File: config.mk
export PLATFORM = sky130hd
export DESIGN_NAME = mips_multicycle_controller
export DESIGN_NICKNAME = d
export VERILOG_FILES = /design/src/rtl/mips_pkg.sv /design/src/rtl/mips_ctrl_out_decode.sv /design/src/rtl/mips_multicycle_controller.sv
export SDC_FILE = /design/constraint.sdc
export NUM_CORES = 1
export LEC_CHECK = 0
export ABC_AREA = 0
export ABC_CLOCK_PERIOD_IN_PS = 1700
export BUFFER_PORTS_ARGS = -buffer_cell sky130_fd_sc_hd__buf_2
export CORE_AREA = 2 2 43 45
export CTS_CLUSTER_SIZE = 12
export DETAILED_ROUTE_END_ITERATION = 10
export DIE_AREA = 0 0 45 47
export PLACE_DENSITY = 0.74
export REMOVE_ABC_BUFFERS = 1
export SETUP_SLACK_MARGIN = 0.5
export SLEW_MARGIN = 20
export SYNTH_ARGS = -nofsm -noshare
export SYNTH_HDL_FRONTEND = slang
export SYNTH_SLANG_ARGS = --single-unit
File: constraint.sdc
create_clock -name clk -period 1.7 [get_ports clk]
set_input_delay 0.085 -clock clk [delete_from_list [all_inputs] [get_ports clk]]
set_output_delay 0.085 -clock clk [all_outputs]
set_load 0.02 [all_outputs]
File: src/rtl/mips_pkg.sv
// rtl/mips_pkg.sv - shared opcodes, state codes and select encodings for the multicycle MIPS control path
package mips_pkg;

    // Instruction opcodes, instruction register bits [31:26]
    localparam logic [5:0] OP_RTYPE = 6'b000000;
    localparam logic [5:0] OP_LW    = 6'b100011;
    localparam logic [5:0] OP_SW    = 6'b101011;
    localparam logic [5:0] OP_BEQ   = 6'b000100;
    localparam logic [5:0] OP_ADDI  = 6'b001000;
    localparam logic [5:0] OP_J     = 6'b000010;

    // ALU operation class handed to the ALU function decoder
    localparam logic [1:0] ALU_ADD   = 2'b00;
    localparam logic [1:0] ALU_SUB   = 2'b01;
    localparam logic [1:0] ALU_FUNCT = 2'b10;

    // ALU B operand selects
    localparam logic [1:0] SRCB_REG     = 2'b00;
    localparam logic [1:0] SRCB_FOUR    = 2'b01;
    localparam logic [1:0] SRCB_IMM     = 2'b10;
    localparam logic [1:0] SRCB_IMM_SH2 = 2'b11;

    // PC source selects
    localparam logic [1:0] PCSRC_ALU    = 2'b00;
    localparam logic [1:0] PCSRC_ALUOUT = 2'b01;
    localparam logic [1:0] PCSRC_JUMP   = 2'b10;

    // Control FSM state codes; 12..15 are unused
    typedef enum logic [3:0] {
        S_FETCH   = 4'd0,
        S_DECODE  = 4'd1,
        S_MEMADR  = 4'd2,
        S_MEMRD   = 4'd3,
        S_MEMWB   = 4'd4,
        S_MEMWR   = 4'd5,
        S_EXECUTE = 4'd6,
        S_ALUWB   = 4'd7,
        S_BRANCH  = 4'd8,
        S_ADDIEX  = 4'd9,
        S_ADDIWB  = 4'd10,
        S_JUMP    = 4'd11
    } state_t;

    // True for every opcode the control FSM knows how to sequence
    function automatic logic op_supported(input logic [5:0] op);
        case (op)
            OP_RTYPE, OP_LW, OP_SW, OP_BEQ, OP_ADDI, OP_J: return 1'b1;
            default:                                      return 1'b0;
        endcase
    endfunction

endpackage

File: src/rtl/mips_ctrl_out_decode.sv
// rtl/mips_ctrl_out_decode.sv - combinational map from control state to datapath enables and selects
module mips_ctrl_out_decode
    import mips_pkg::*;
(
    input  state_t     state,
    input  logic       mem_ready,
    input  logic       zero,
    output logic       ir_write,
    output logic       pc_en,
    output logic       iord,
    output logic       mem_req,
    output logic       mem_write,
    output logic       reg_write,
    output logic       reg_dst,
    output logic       mem_to_reg,
    output logic       alu_src_a,
    output logic [1:0] alu_src_b,
    output logic [1:0] alu_op,
    output logic [1:0] pc_src
);

    logic pc_write;
    logic branch;

    // Per-state control word; unlisted outputs stay 0, unused codes decode to all zeros
    always_comb begin
        ir_write   = 1'b0;
        pc_write   = 1'b0;
        branch     = 1'b0;
        iord       = 1'b0;
        mem_req    = 1'b0;
        mem_write  = 1'b0;
        reg_write  = 1'b0;
        reg_dst    = 1'b0;
        mem_to_reg = 1'b0;
        alu_src_a  = 1'b0;
        alu_src_b  = SRCB_REG;
        alu_op     = ALU_ADD;
        pc_src     = PCSRC_ALU;
        case (state)
            S_FETCH: begin
                // PC+4 and the IR load only commit once memory returns the word
                mem_req   = 1'b1;
                alu_src_b = SRCB_FOUR;
                ir_write  = mem_ready;
                pc_write  = mem_ready;
            end
            S_DECODE: begin
                // Precompute the branch target into ALUOut while decoding
                alu_src_b = SRCB_IMM_SH2;
            end
            S_MEMADR: begin
                alu_src_a = 1'b1;
                alu_src_b = SRCB_IMM;
            end
            S_MEMRD: begin
                mem_req = 1'b1;
                iord    = 1'b1;
            end
            S_MEMWB: begin
                reg_write  = 1'b1;
                mem_to_reg = 1'b1;
            end
            S_MEMWR: begin
                mem_req   = 1'b1;
                iord      = 1'b1;
                mem_write = 1'b1;
            end
            S_EXECUTE: begin
                alu_src_a = 1'b1;
                alu_op    = ALU_FUNCT;
            end
            S_ALUWB: begin
                reg_write = 1'b1;
                reg_dst   = 1'b1;
            end
            S_BRANCH: begin
                alu_src_a = 1'b1;
                alu_op    = ALU_SUB;
                branch    = 1'b1;
                pc_src    = PCSRC_ALUOUT;
            end
            S_ADDIEX: begin
                alu_src_a = 1'b1;
                alu_src_b = SRCB_IMM;
            end
            S_ADDIWB: begin
                reg_write = 1'b1;
            end
            S_JUMP: begin
                pc_src   = PCSRC_JUMP;
                pc_write = 1'b1;
            end
            default: begin
            end
        endcase
        pc_en = pc_write | (branch & zero);
    end

endmodule

File: src/rtl/mips_multicycle_controller.sv
// rtl/mips_multicycle_controller.sv - main control FSM of the multicycle MIPS core
module mips_multicycle_controller
    import mips_pkg::*;
(
    input  logic       clk,
    input  logic       rst_n,
    input  logic [5:0] opcode,
    input  logic       zero,
    input  logic       mem_ready,
    output logic       ir_write,
    output logic       pc_en,
    output logic       iord,
    output logic       mem_req,
    output logic       mem_write,
    output logic       reg_write,
    output logic       reg_dst,
    output logic       mem_to_reg,
    output logic       alu_src_a,
    output logic [1:0] alu_src_b,
    output logic [1:0] alu_op,
    output logic [1:0] pc_src,
    output logic       illegal_op,
    output logic [3:0] state
);

    state_t state_q;
    // lw/sw choice captured in DECODE so MEMADR does not depend on a later opcode
    logic   is_store_q;

    logic   d_ir_write;
    logic   d_pc_en;
    logic   d_mem_req;
    logic   d_mem_write;
    logic   d_reg_write;

    // State register and next-state sequencing; reset aborts any instruction at once
    always_ff @(posedge clk or negedge rst_n) begin
        if (!rst_n) begin
            state_q    <= S_FETCH;
            is_store_q <= 1'b0;
        end else begin
            case (state_q)
                S_FETCH:   if (mem_ready) state_q <= S_DECODE;
                S_DECODE: begin
                    is_store_q <= (opcode == OP_SW);
                    case (opcode)
                        OP_LW, OP_SW: state_q <= S_MEMADR;
                        OP_RTYPE:     state_q <= S_EXECUTE;
                        OP_BEQ:       state_q <= S_BRANCH;
                        OP_ADDI:      state_q <= S_ADDIEX;
                        OP_J:         state_q <= S_JUMP;
                        default:      state_q <= S_FETCH;
                    endcase
                end
                S_MEMADR:  state_q <= is_store_q ? S_MEMWR : S_MEMRD;
                S_MEMRD:   if (mem_ready) state_q <= S_MEMWB;
                S_MEMWB:   state_q <= S_FETCH;
                S_MEMWR:   if (mem_ready) state_q <= S_FETCH;
                S_EXECUTE: state_q <= S_ALUWB;
                S_ALUWB:   state_q <= S_FETCH;
                S_BRANCH:  state_q <= S_FETCH;
                S_ADDIEX:  state_q <= S_ADDIWB;
                S_ADDIWB:  state_q <= S_FETCH;
                S_JUMP:    state_q <= S_FETCH;
                default:   state_q <= S_FETCH;
            endcase
        end
    end

    mips_ctrl_out_decode u_out_decode (
        .state      (state_q),
        .mem_ready  (mem_ready),
        .zero       (zero),
        .ir_write   (d_ir_write),
        .pc_en      (d_pc_en),
        .iord       (iord),
        .mem_req    (d_mem_req),
        .mem_write  (d_mem_write),
        .reg_write  (d_reg_write),
        .reg_dst    (reg_dst),
        .mem_to_reg (mem_to_reg),
        .alu_src_a  (alu_src_a),
        .alu_src_b  (alu_src_b),
        .alu_op     (alu_op),
        .pc_src     (pc_src)
    );

    // FETCH decodes ir_write/pc_en from mem_ready, so enables are held off while reset is low
    assign ir_write   = rst_n & d_ir_write;
    assign pc_en      = rst_n & d_pc_en;
    assign mem_req    = rst_n & d_mem_req;
    assign mem_write  = rst_n & d_mem_write;
    assign reg_write  = rst_n & d_reg_write;
    assign illegal_op = rst_n & (state_q == S_DECODE) & ~op_supported(opcode);
    assign state      = state_q;

endmodule

==> impl_results.md <==
* Vias in the first global route at 830
* CP startpoint: state[0]
* Slew headroom at 0.7198
* RR Endpoint: state[2]
* Critical hold path startpoint: opcode[3]
* Largest area contributor in the netlist: dfrtp_1
* Yosys reg bits at 5
* Flop-to-flop setup slack at about 0.21 ns
* Setup TNS at 0 ns
* Sequential area share after synthesis at 0.1883
* Tmin final at roughly 1.6 ns
* Hold Path Class: in2reg
* CTS tree: done
* Post-placement worst setup slack at about 0.22 ns
* Via density at about 5.5
* Initial core utilization at 0.4023
* Hold slack at ~0.15 ns
* Leak at around 0.00059 µW
* RSZ-0062 raised after global routing: true
* Worst setup SP type: register
* Max IR drop VDD at 0.0007970 V
* Final WS setup at about 0.072 ns
* Final setup viols at 0
* Layout cell share with drive strength beyond 1 at 0.5857
* Status: complete, no violations
* Power per cell area at ~1500 nW/µm²
* Initial antenna violation count at 0
* Crit path required time at about 1.6 ns
* Main synth FF type: dfrtp_1
* Slew @ Worst Pin at between 0.4 and 0.5 ns
* N_diodes at 0
* CTS root buffer: clkbuf_4
* Hold endpoint: is_store_q
* Clock Sinks at 5
* Final layout net count at around 150
* Slew Viols, Final at 0
* Max cap viols at 0
* Initial DRC count at 7
* Worst-case reg-to-reg path depth at 6
* Worst hold path stage count at 3
* Total number of vias at between 800 and 900
* DRT antenna net count at 0
* I/O pins at 30
* Critical path class: reg2out
* Largest net degree at the start of global routing at 9
* Total global-route track usage at 0.2352
* Clock transition at the registers of the reported paths at approximately 0.040 ns
* Tcrit/Tclk final at 0.9576
* Syn avg cell area at about 7.6 µm²
* Mapped Cells at 87
* Yosys top cell area share at 0.1883
* GPL Wtd Cong at 0.8072
* Row count at 15
* First-pass GRT wire length at ~3.6 mm
* Die width at around 45 µm
* Number of distinct library cells after synthesis at 37
* Die area at roughly 2100 µm²
* Max frequency at approximately 610 MHz
* Port Buffers at 29
* GRT overflow at 0
* TritonCTS Buffers at 3
* Worst-path fanout max at 7
* Top post-synthesis cells by area: dfrtp_1 (19%), nor3_1 (5.3%), xor2_1 (5.3%)
* Post-synth EDFFs at 0
* Final Hold Fails at 0
* Clk buf depth at 2
* Core region area at between 1500 and 2000 µm²
* Reg-to-Reg Start: state[2]
* Routed WL at 2.405 mm
* CP Data Arrival Time at ~1.5 ns
* Worst-Skew Late Latency at roughly 0.24 ns
* CP endpoint kind: output port
* Ys async rst share at 1.000
* Setup Skew at roughly 0.0022 ns
* First drt pass iteration count at 4
* YS warnings at 0
* Final core utilization at 0.7386
* Drc violations at 0
* H-tree levels at 1
* Die Height at 47 µm
* Dpl hpwl at about 1.3 mm
* Area Growth Syn to Fin at 83.62%
* Post-Syn Area at between 600 and 700 µm²
* Avg WL per Cell at ~15 µm
[placed cells by master (no fill, tap or decap), types with 3 or more instances in the layout]
| master | netlist | final |
|---|---|---|
| buf_4 | 2 | 24 |
| dfrtp_2 | 0 | 3 |
| buf_2 | 1 | 13 |
| buf_6 | 2 | 17 |
| xor2_1 | 4 | 3 |
| nand2b_1 | 5 | 3 |
| and3_1 | 3 | 3 |
| nor3_1 | 7 | 4 |
| o21ai_0 | 6 | 5 |
| clkbuf_4 | 0 | 3 |
| nor2_1 | 9 | 9 |
| and2_1 | 4 | 3 |
| nor3_2 | 0 | 3 |
[cells in the mapped netlist, drive strengths merged, types with 2 or more instances]
cell type / instances
xor2: 4
nand3: 2
o22ai: 2
nand2: 3
nor3: 7
nor2b: 3
nand2b: 5
dfrtp: 5
o21ai: 6
and2b: 2
and3: 3
buf: 5
o211a: 2
inv: 2
nor2: 9
nor3b: 4
clkbuf: 2
nor4: 2
a21oi: 3
and2: 4
[kinds of logic after synthesis]
family | synth area share
and+or+nand+nor | 0.4614
DFF | 0.1883
xor gates and xnor gates | 0.05273
AOI/OAI and AO/OA | 0.2090
buffers and inverters | 0.08849
[worst max-delay path by stage]
stage          depth (start not counted)  slack (ns)         end
3_3_place_gp                           4        0.24  illegal_op
5_1_grt                                3       0.005       pc_en
4_1_cts                                3        0.08       pc_en
3_5_place_dp                           4        0.22  illegal_op
2_1_floorplan                          3       -0.03  illegal_op
6_report                               3        0.07       pc_en
[routing by layer]
| metal | routed length, µm | GRT usage | vias to the layer above |
|---|---|---|---|
| met5 | 0 | 0 | - |
| met4 | 51 | 0.1059 | 0 |
| met3 | 111 | 0.05000 | 6 |
| met2 | 1308 | 0.4600 | 36 |
| met1 | 935 | 0.2372 | 396 |
| li1 | - | - | 419 |
[where the power goes]
part	switching, µW	total, µW	internal (µW)
sequential	64.7	222	157
clock	50.2	139	88.8
combinational	714	1500	782
total	828	1860	1030
[metrics by stage]
step,instances,total power (µW),cell area (µm²)
2_1_floorplan,80,807.6,613.1
6_report,157,1857,1220
4_1_cts,152,1646,1112
5_1_grt,157,1976,1220
3_5_place_dp,133,1118,832.0
3_3_place_gp,133,1102,832.0
[flip-flops by register name, summed over array words and instances (netlist names)]
register,cells
is_store_q,1
state,4
[what timing repair did]
action	CTS	global route
pin swaps	15	7
gates resized for setup	39	20
buffers inserted	14	5
hold buffers	1	0
setup endpoints to repair	19	23
hold endpoints to repair	5	0
[final cells by class]
| class | count | area (µm²) |
|---|---|---|
| fill | 119 | 431.7 |
| multi-input combinational | 73 | 574.3 |
| sequential | 5 | 128.9 |
| timing repair buffer | 56 | 461.7 |
| clock buffer | 4 | 26.28 |
| inverter | 2 | 7.507 |
| tap | 17 | 21.27 |
[worst max-delay path, stage by stage, from the launching register on]
cell and delay [ns]:
dfrtp_2 0.45, or4b_1 0.54, a21oi_2 0.16, buf_4 0.15
Note: power is estimated with default switching activity, not from simulation.
